===== src/rtl/nibble_serial_adder.sv =====
// rtl/nibble_serial_adder.sv - 8-bit adder computed as two registered nibble steps
// Operands are captured on acceptance so later input changes cannot disturb the sum.
module nibble_serial_adder (
  input  logic       clk,
  input  logic       rst,
  input  logic       start,
  input  logic [7:0] A,
  input  logic [7:0] B,
  input  logic       Cin,
  output logic [3:0] Hi,
  output logic [3:0] Lo,
  output logic       Cout,
  output logic       V,
  output logic       Busy,
  output logic       Done
);

  typedef enum logic [1:0] {
    IDLE = 2'd0,
    LOW  = 2'd1,
    HIGH = 2'd2,
    FIN  = 2'd3
  } state_t;

  state_t     state, state_nx;
  logic [7:0] a_q, b_q;
  logic       cin_q;
  logic       nib_c;
  logic [4:0] lo_sum;
  logic [4:0] hi_sum;

  assign lo_sum = {1'b0, a_q[3:0]} + {1'b0, b_q[3:0]} + {4'b0000, cin_q};
  assign hi_sum = {1'b0, a_q[7:4]} + {1'b0, b_q[7:4]} + {4'b0000, nib_c};

  always_comb begin
    state_nx = state;
    Busy     = 1'b0;
    Done     = 1'b0;
    case (state)
      IDLE: if (start) state_nx = LOW;
      LOW: begin
        Busy     = 1'b1;
        state_nx = HIGH;
      end
      HIGH: begin
        Busy     = 1'b1;
        state_nx = FIN;
      end
      FIN: begin
        Done     = 1'b1;
        state_nx = IDLE;
      end
      default: state_nx = IDLE;
    endcase
  end

  always_ff @(posedge clk) begin
    if (rst) begin
      state <= IDLE;
      a_q   <= 8'h00;
      b_q   <= 8'h00;
      cin_q <= 1'b0;
      nib_c <= 1'b0;
      Hi    <= 4'h0;
      Lo    <= 4'h0;
      Cout  <= 1'b0;
      V     <= 1'b0;
    end else begin
      state <= state_nx;
      case (state)
        IDLE: if (start) begin
          a_q   <= A;
          b_q   <= B;
          cin_q <= Cin;
        end
        LOW: begin
          Lo    <= lo_sum[3:0];
          nib_c <= lo_sum[4];
        end
        HIGH: begin
          Hi   <= hi_sum[3:0];
          Cout <= hi_sum[4];
          // Overflow: like-signed operands producing a result of the other sign.
          V    <= (a_q[7] == b_q[7]) && (hi_sum[3] != a_q[7]);
        end
        default: ;
      endcase
    end
  end

endmodule

===== config.mk =====
export PLATFORM = sky130hd
export DESIGN_NAME = nibble_serial_adder
export DESIGN_NICKNAME = d
export VERILOG_FILES = /design/src/rtl/nibble_serial_adder.sv
export SDC_FILE = /design/constraint.sdc
export NUM_CORES = 1
export LEC_CHECK = 0
export CORE_MARGIN = 2
export CORE_UTILIZATION = 53
export CTS_CLUSTER_DIAMETER = 100
export DETAILED_ROUTE_END_ITERATION = 12
export PLACE_DENSITY = 0.93
export SETUP_SLACK_MARGIN = 0.4
export SLEW_MARGIN = 20
export SYNTH_ARGS = -nofsm -noshare
export SYNTH_HDL_FRONTEND = slang
export SYNTH_SLANG_ARGS = --single-unit

===== constraint.sdc =====
create_clock -name clk -period 2.8 [get_ports clk]
set_input_delay 0.42 -clock clk [delete_from_list [all_inputs] [get_ports clk]]
set_output_delay 0.42 -clock clk [all_outputs]
set_load 0.02 [all_outputs]

Word-level counts from Yosys, hierarchy flattened
Cells that the tools add are included.
Storage, ports and cells
  flip-flop bits (word level): 30
  input bits: 20
  output and inout port bits: 12
  logic and storage cells: 27
Cells by class
  add/subtract/negate cells: 4
  equal/unequal tests: 6
  muxes and demuxes: 4
  reduce and logical (&&, ||, !) cells: 4
Operators with widths (count)
  adder 4 x 4 -> 5 bit: 2
  adder 5 x 1 -> 5 bit: 2
  one-hot mux 2 bit (4 select lines): 1
  equality test 2 bit (second input constant): 2
  equality test 2 x 1 -> 1 bit (second input constant): 1
  logical NOT 2 bit: 1
  2-to-1 mux 1 bit: 2
  2-to-1 mux 2 bit: 1
  != test 2 bit (second input constant): 1
  AND reduction 2 bit: 1
  OR reduction 2 bit: 1
  equality test 1 bit: 1
  logical AND 1 bit: 1
  != test 1 bit: 1

Longest topological paths before layout
Gate-level depths: netlist of run 1.
  word-level depth: 4
  gate-level depth with buffers: 7

Worst setup path before layout of run 1
OpenSTA, ideal clock, no wires.
  kind: register to register
  start point: reg a_q[4]
  end point: reg Hi[1]
  library setup time: 86 ps
  data arrival time: 1402 ps
  required time: 2714 ps
  slack: 1313 ps
  stages on the path, launching flop included: 5
  clock period less this slack: 1487 ps
  cells stage by stage: dfxtp_1 > fa_1 > inv_1 > fa_1 > a211oi_1
On the way
  longest elaborated chain between the ends: 2
RTL lines
  start, declared: RTL line 26  | logic [7:0] a_q, b_q;
  start signal, assigned: RTL line 60  | a_q <= 8'h00;
  start signal, assigned: RTL line 72  | a_q <= A;
  adder 4 x 4 -> 5 bit: RTL line 33  | assign hi_sum = {1'b0, a_q[7:4]} + {1'b0, b_q[7:4]} + {4'b0000, nib_c};
  adder 5 x 1 -> 5 bit: RTL line 33
  end signal, assigned: RTL line 81  | Hi <= hi_sum[3:0];
  end, declared: RTL line 10  | output logic [3:0] Hi,
Every way passes these cells.
A chain may end at the register's enable or synchronous reset.

Final worst setup path of run 1
  start point: reg state[0]
  end point: out Busy
On the way
  longest elaborated chain between the ends: 3
  elaborated cells between the ends (all ways): 4
  classes of those cells: eq/ne (2); mux (1); reduce/logical (1)
RTL lines
  start, declared: RTL line 25  | state_t state, state_nx;
  start signal, assigned: RTL line 69  | state <= state_nx;
  equality test 2 x 1 -> 1 bit / equality test 2 bit (equally long branches): RTL line 39  | case (state)
  OR reduction 2 bit (no source line) *
  2-to-1 mux 1 bit *: RTL line 39
  end, declared: RTL line 14  | output logic Busy,
Every way passes the cells marked *; elsewhere a longest branch is shown, timed or not.

==> results of run 1 <==
flip-flops by register name, summed over array words and instances (netlist names):
| name | flops |
|---|---|
| Hi | 4 |
| Cout | 1 |
| Lo | 4 |
| a_q | 8 |
| V | 1 |
| b_q | 8 |
| nib_c | 1 |
| state | 2 |
| cin_q | 1 |
per-layer routing:
| layer | vias up | track usage |
|---|---|---|
| li1 | 615 | - |
| met2 | 31 | 0.355 |
| met3 | 8 | 0.0599 |
| met4 | 0 | 0.102 |
| met5 | - | 0 |
| met1 | 576 | 0.228 |
power by group:
group / internal [mW] / leakage, nW / switching, mW
sequential: 0.516 / 0.245 / 0.0635
combinational: 0.259 / 0.429 / 0.326
clock: 0.121 / 0.0343 / 0.156
total: 0.896 / 0.708 / 0.546
synthesized netlist by cell type, drive strengths merged:
cell type,n
a21o,2
or3b,1
nand2,38
mux2i,5
o221ai,1
a2111o,2
xnor2,2
nand3,3
o311ai,2
ha,11
and2,1
clkbuf,1
a21oi,19
or4b,1
inv,13
dfxtp,30
a311oi,2
fa,4
buf,8
a211oi,3
nor4bb,1
nor2b,2
o21ai,2
nor2,11
nand2b,2
logic make-up after synthesis:
logic type	Yosys count	share of synthesized area
AOI/OAI and AO/OA	33	0.144
xor gates and xnor gates	2	0.0121
adders and majority gates	15	0.150
buffers and inverters	22	0.0680
DFF	30	0.413
muxes	5	0.0345
and+or+nand+nor	60	0.178
layout make-up:
cell class,instances,area (um^2)
clock buffer,6,51.3
clock inverter,2,12.5
fill,182,716
inverter,13,48.8
multi-input combinational,115,753
sequential,30,601
tap,30,37.5
timing repair buffer,33,325
layout by cell type (no fill, tap or decap), drive strengths merged, types with 3 or more instances in the layout:
cell type | synthesis | final
a21oi | 19 | 19
clkdlybuf4s50 | 0 | 31
nor2 | 11 | 11
ha | 11 | 11
mux2i | 5 | 5
clkbuf | 1 | 6
fa | 4 | 4
a211oi | 3 | 3
nand2 | 38 | 38
inv | 13 | 13
nand3 | 3 | 3
dfxtp | 30 | 30
metrics by stage:
stage / cells / utilization / power, mW
after floorplan: 167 / - / 0.982
after global placement: 221 / 0.694 / 1.13
after detailed placement: 221 / 0.694 / 1.17
after CTS: 229 / 0.719 / 1.45
after global routing: 229 / 0.719 / 1.53
final: 229 / 0.719 / 1.44
path summary, 6_finish.rpt:
check / slack [ns] / endpoint / start / cells after the start
worst max-delay path: 0.63 / Busy / state[0] / 3
worst min-delay path: 0.48 / a_q[2] / a_q[2] / 2
worst max register to register: 1.05 / V / state[0] / 5
worst min register to register: 0.48 / a_q[2] / a_q[2] / 2
worst reg2reg max path: cells and delay by family (launching register included):
kind | cells | cell delay, ns
and+or+nand+nor | 1 | 0.49
buffers and inverters | 1 | 0.11
AOI/OAI and AO/OA | 2 | 0.25
adders and majority gates | 1 | 0.44
DFF | 1 | 0.35
==> flow_summary.toml, run 1 <==
[global_routing]
grtUsageTotal = 0.205
grt_max_degree = 19
antenna_found_initial = 0
grt_overflow = 0
grt_pass1_wl_um = 5090
grt_pass1_vias = 1205

[placement]
dp_slack_ns = 0.920
port_buffers = 31
gp_congestion = 0.774
placed_area_um2 = 1770
hpwlAfterDp_um = 2350

[timing]
worstMarginPinSlew_ns = 0.595
max_freq_mhz = 460
fin_crit_sh = 0.777
skew_ns = 0.00287
fin_hold_ws_ns = 0.477
report.final.setup_viol = 0
relSlewSlack = 0.603
finalHoldViolCount = 0
fin_crit_ns = 2.17
rsz0062_at_grt = "false"
setup_ws_ns = 0.625
finalSetupTns_ns = 0
maxSlewViolCount = 0

[hold_path]
hp-class = "flip-flop to flip-flop"

[yosys]
syn_nets = 202
synth_seq_cells = 30
yosysTopAreaCell = "dfxtp_1"
ys_types = 29
synthTopCellsByArea = "dfxtp_1 41%, nand2_1 9.8%, ha_1 9.5%, a21oi_1 6.5%, fa_1 5.5%"
synth_top_area_frac = 0.413
syn-cell-area_um2 = 1450
synth-seq-area-share = 0.413
syn-mean-instance-area_um2 = 8.70
synthCells = 167
yosys_warnings = 0

[setup_path]
crit_fanout = 4
crit_buf_inv = 2
cpLargestDelayFamily = "buffers and inverters"
slowest_stage = "clkdlybuf4s50_1"
max_stage_delay_ns = 0.61
cp-end-kind = "primary output"
worstPathRequired_ns = 2.38
path_cells = "inv_1 > ha_1 > clkdlybuf4s50_1"
startpoint_type = "flip-flop"
arrival_ns = 1.75
critPathKind = "flip-flop to primary output"

[routing]
firstDrtPassIters = 4
num_vias = 1230
viasPerCell = 5.37
ant_nets = 0
topRoutingLayerUsed = "met4"
wl_met3_um = 133
drc = 0
wirelength_met1_um = 1310
wire_per_inst_um = 13.0
drt-initial-drc-count = 33
met2_wirelength_um = 1480
wl_um = 2990

[layout]
syn_to_final_growth_pct = 25.9
antenna_cells = 0
fin_area_um2 = 1830
fin_nets = 233
drive_gt1_frac = 0.0553

[power]
peakVddDrop_mv = 0.639
p_leak_nw = 0.708
power_density_nw_per_um2 = 788

[floorplanning]
initial_core_util = 0.571
io_pins = 32
die_y_um = 56.4
die_area_um2 = 3180
core_um2 = 2540
core.rowCount = 18
die_w_um = 56.4

[clock_network]
clockBufferDepth = 2
clock_latency_ns = 0.33
cts_num_sinks = 30
cts_resized = 0
cts_hold_buffers = 0
path_clk_slew_ns = 0.10
cts_tree = "yes"
cts_buffers = 5
postCtsSetupBuffers = 0
h-tree-depth = 2
ctsRootBufferMaster = "clkbuf_4"

[run_status]
outcome = "finished clean"

[job]
maxCapViolCount = 0
No activity file was read; power rests on OpenSTA's default activity.
==> inputs of run 2 (changes only) <==
CORE_UTILIZATION = 49   (was 53)
PLACE_DENSITY = 0.88   (was 0.93)
clock period = 2.1 ns   (was 2.8 ns; I/O delays follow)
==> run 2 against run 1 <==
  * Non-clock buffer count increased by 2
  * Sequential cell count unchanged
  * Critical endpoint unchanged
  * Total power increased by 34%
  * Clock power increased by 29%
  * Largest cell class unchanged
  * Count of clock-buffer cells in the layout increased by 1
  * Largest power group unchanged
  * Sequential power increased by 34%
==> flow_summary.toml, run 2 (synthesized netlist as in run 1, its figures left out) <==
[clock_network]
ctsRootBufferMaster = "clkbuf_4"
cts_num_sinks = 30
h-tree-depth = 2
postCtsSetupBuffers = 0
cts_buffers = 5
path_clk_slew_ns = 0.09
clock_latency_ns = 0.34
cts_hold_buffers = 0
clockBufferDepth = 2
cts_tree = "yes"

[layout]
antenna_cells = 0
nFillCells = 236
fin_util = 0.666
fin_nets = 235
drive_gt1_frac = 0.109
final_common_cell = "nand2_1"
fin_area_um2 = 1850
final_cell_mix = "37 x nand2_1, 29 x clkdlybuf4s50_1, 25 x dfxtp_1, 19 x a21oi_1, 13 x inv_1"
syn_to_final_growth_pct = 27.5
final_cells = 232
reg_top3 = "a_q (8), b_q (8)"

[job]
maxCapViolCount = 0

[setup_path]
r2r-end = "V"
startpoint_type = "flip-flop"
r2r_start = "a_q[7]"
critPathKind = "flip-flop to primary output"
arrival_ns = 1.31
r2r_cells = 4
worstPathRequired_ns = 1.78
r2r_slack_ns = 0.51
path_cells = "inv_1 > ha_1 > clkbuf_2"
max_stage_delay_ns = 0.40
crit_buf_inv = 2
cpLargestDelayFamily = "flip-flops"
slowest_stage = "dfxtp_1"
crit_fanout = 4
cp.depth = 3
cp-end-kind = "primary output"

[timing]
max_freq_mhz = 615
worstMarginPinSlew_ns = 0.366
fin_crit_sh = 0.774
finalHoldViolCount = 0
maxSlewViolCount = 0
relSlewSlack = 0.756
skew_ns = 0.0125
finalSetupTns_ns = 0
report.final.setup_viol = 0
rsz0062_at_grt = "true"
fin_crit_ns = 1.62

[placement]
gp_congestion = 0.794
post-place-cells = 224
placed_area_um2 = 1780
port_buffers = 31
hpwlAfterDp_um = 2330

[floorplanning]
die_area_um2 = 3420
die_w_um = 58.4
core_um2 = 2780
io_pins = 32
initial_core_util = 0.522
die_y_um = 58.4
core.rowCount = 19

[routing]
firstDrtPassIters = 4
ant_nets = 0
drt-initial-drc-count = 27
wire_per_inst_um = 13.5
wl_um = 3130
viasPerCell = 5.32
drc = 0
num_vias = 1234

[global_routing]
antenna_found_initial = 0
grtUsageTotal = 0.211
grt_max_degree = 19
grt_overflow = 0
grt_pass1_vias = 1268
grt_pass1_wl_um = 5360

[power]
peakVddDrop_mv = 0.771
power_frac_seq = 0.403
power_density_nw_per_um2 = 1040
p_leak_nw = 0.721
swShare = 0.375
clockPowerShare = 0.185
intPower_mw = 1.21
comb_power_share = 0.412
p_switching_mw = 0.724

[hold_path]
holdCritStartpoint = "b_q[3]"
min_path_cells = 2
hp-class = "flip-flop to flip-flop"
holdPathEnd = "b_q[3]"

[run_status]
outcome = "finished clean"
[run 2: changes by cell type in the layout (fill, tap and decap cells not counted)]
| cell | before | now |
|---|---|---|
| ha_1 | 11 | 10 |
| fa_1 | 4 | 2 |
| buf_4 | 2 | 4 |
| clkdlybuf4s50_1 | 31 | 29 |
| dfxtp_2 | 0 | 5 |
| nand2_2 | 0 | 1 |
| dlygate4sd2_1 | 0 | 1 |
| ha_2 | 0 | 1 |
| clkbuf_1 | 0 | 1 |
| nand2_1 | 38 | 37 |
| clkbuf_2 | 0 | 1 |
| fa_2 | 0 | 2 |
| clkinvlp_4 | 1 | 0 |
| dfxtp_1 | 30 | 25 |
[run 2: cell type report]
type,instances,area (um^2),share of cell area
clock inverter,1,5.00,0.00270
sequential,30,607,0.328
timing repair buffer,35,334,0.180
tap,31,38.8,0.0209
clock buffer,7,55.1,0.0297
multi-input combinational,115,763,0.412
inverter,13,48.8,0.0264
[run 2: worst register-to-register path: stages (launching register included)]
cell	delay [ns]
dfxtp_1	0.34
ha_1	0.36
or4b_1	0.53
a21o_1	0.18
o311ai_1	0.09
[run 2: power by group through the flow]
| stage | Combinational (mW) | Sequential, mW | Clock (mW) |
|---|---|---|---|
| 2_1_floorplan | 0.495 | 0.813 | 0 |
| 3_3_place_gp | 0.759 | 0.773 | 0 |
| 4_1_cts | 0.791 | 0.772 | 0.365 |
| 5_1_grt | 0.886 | 0.792 | 0.388 |
| 6_report | 0.795 | 0.778 | 0.356 |
| 3_5_place_dp | 0.800 | 0.785 | 0 |
[run 2: metal layers]
layer	wire [um]	global-route usage	part of all wire	up-vias
li1	-	-	-	619
met4	71	0.103	0.023	0
met5	0	0	0	-
met2	1560	0.361	0.50	27
met1	1380	0.234	0.44	582
met3	123	0.0681	0.039	6
[run 2: stage by stage]
stage	setup WS [ns]	hold WS (ns)	power (mW)
after CTS	0.282	0.473	1.93
after global placement	0.472	0.451	1.53
after global routing	0.375	0.497	2.06
final	0.475	0.468	1.93
after detailed placement	0.397	0.461	1.58
after floorplan	0.613	0.440	1.31
[run 2: how the worst max path moves through the flow]
| stage | to | startpoint |
|---|---|---|
| 3_5_place_dp | Busy | state[0] |
| 6_report | Busy | state[1] |
| 2_1_floorplan | Hi[1] | a_q[4] |
| 4_1_cts | Busy | state[0] |
| 3_3_place_gp | Busy | state[0] |
| 5_1_grt | Cout | nib_c |
[run 2: repair_timing]
item | CTS | global route
gates resized for setup | 2 | 11
pin swaps | 0 | 2
gates cloned | 0 | 0
setup endpoints to repair | 2 | 18
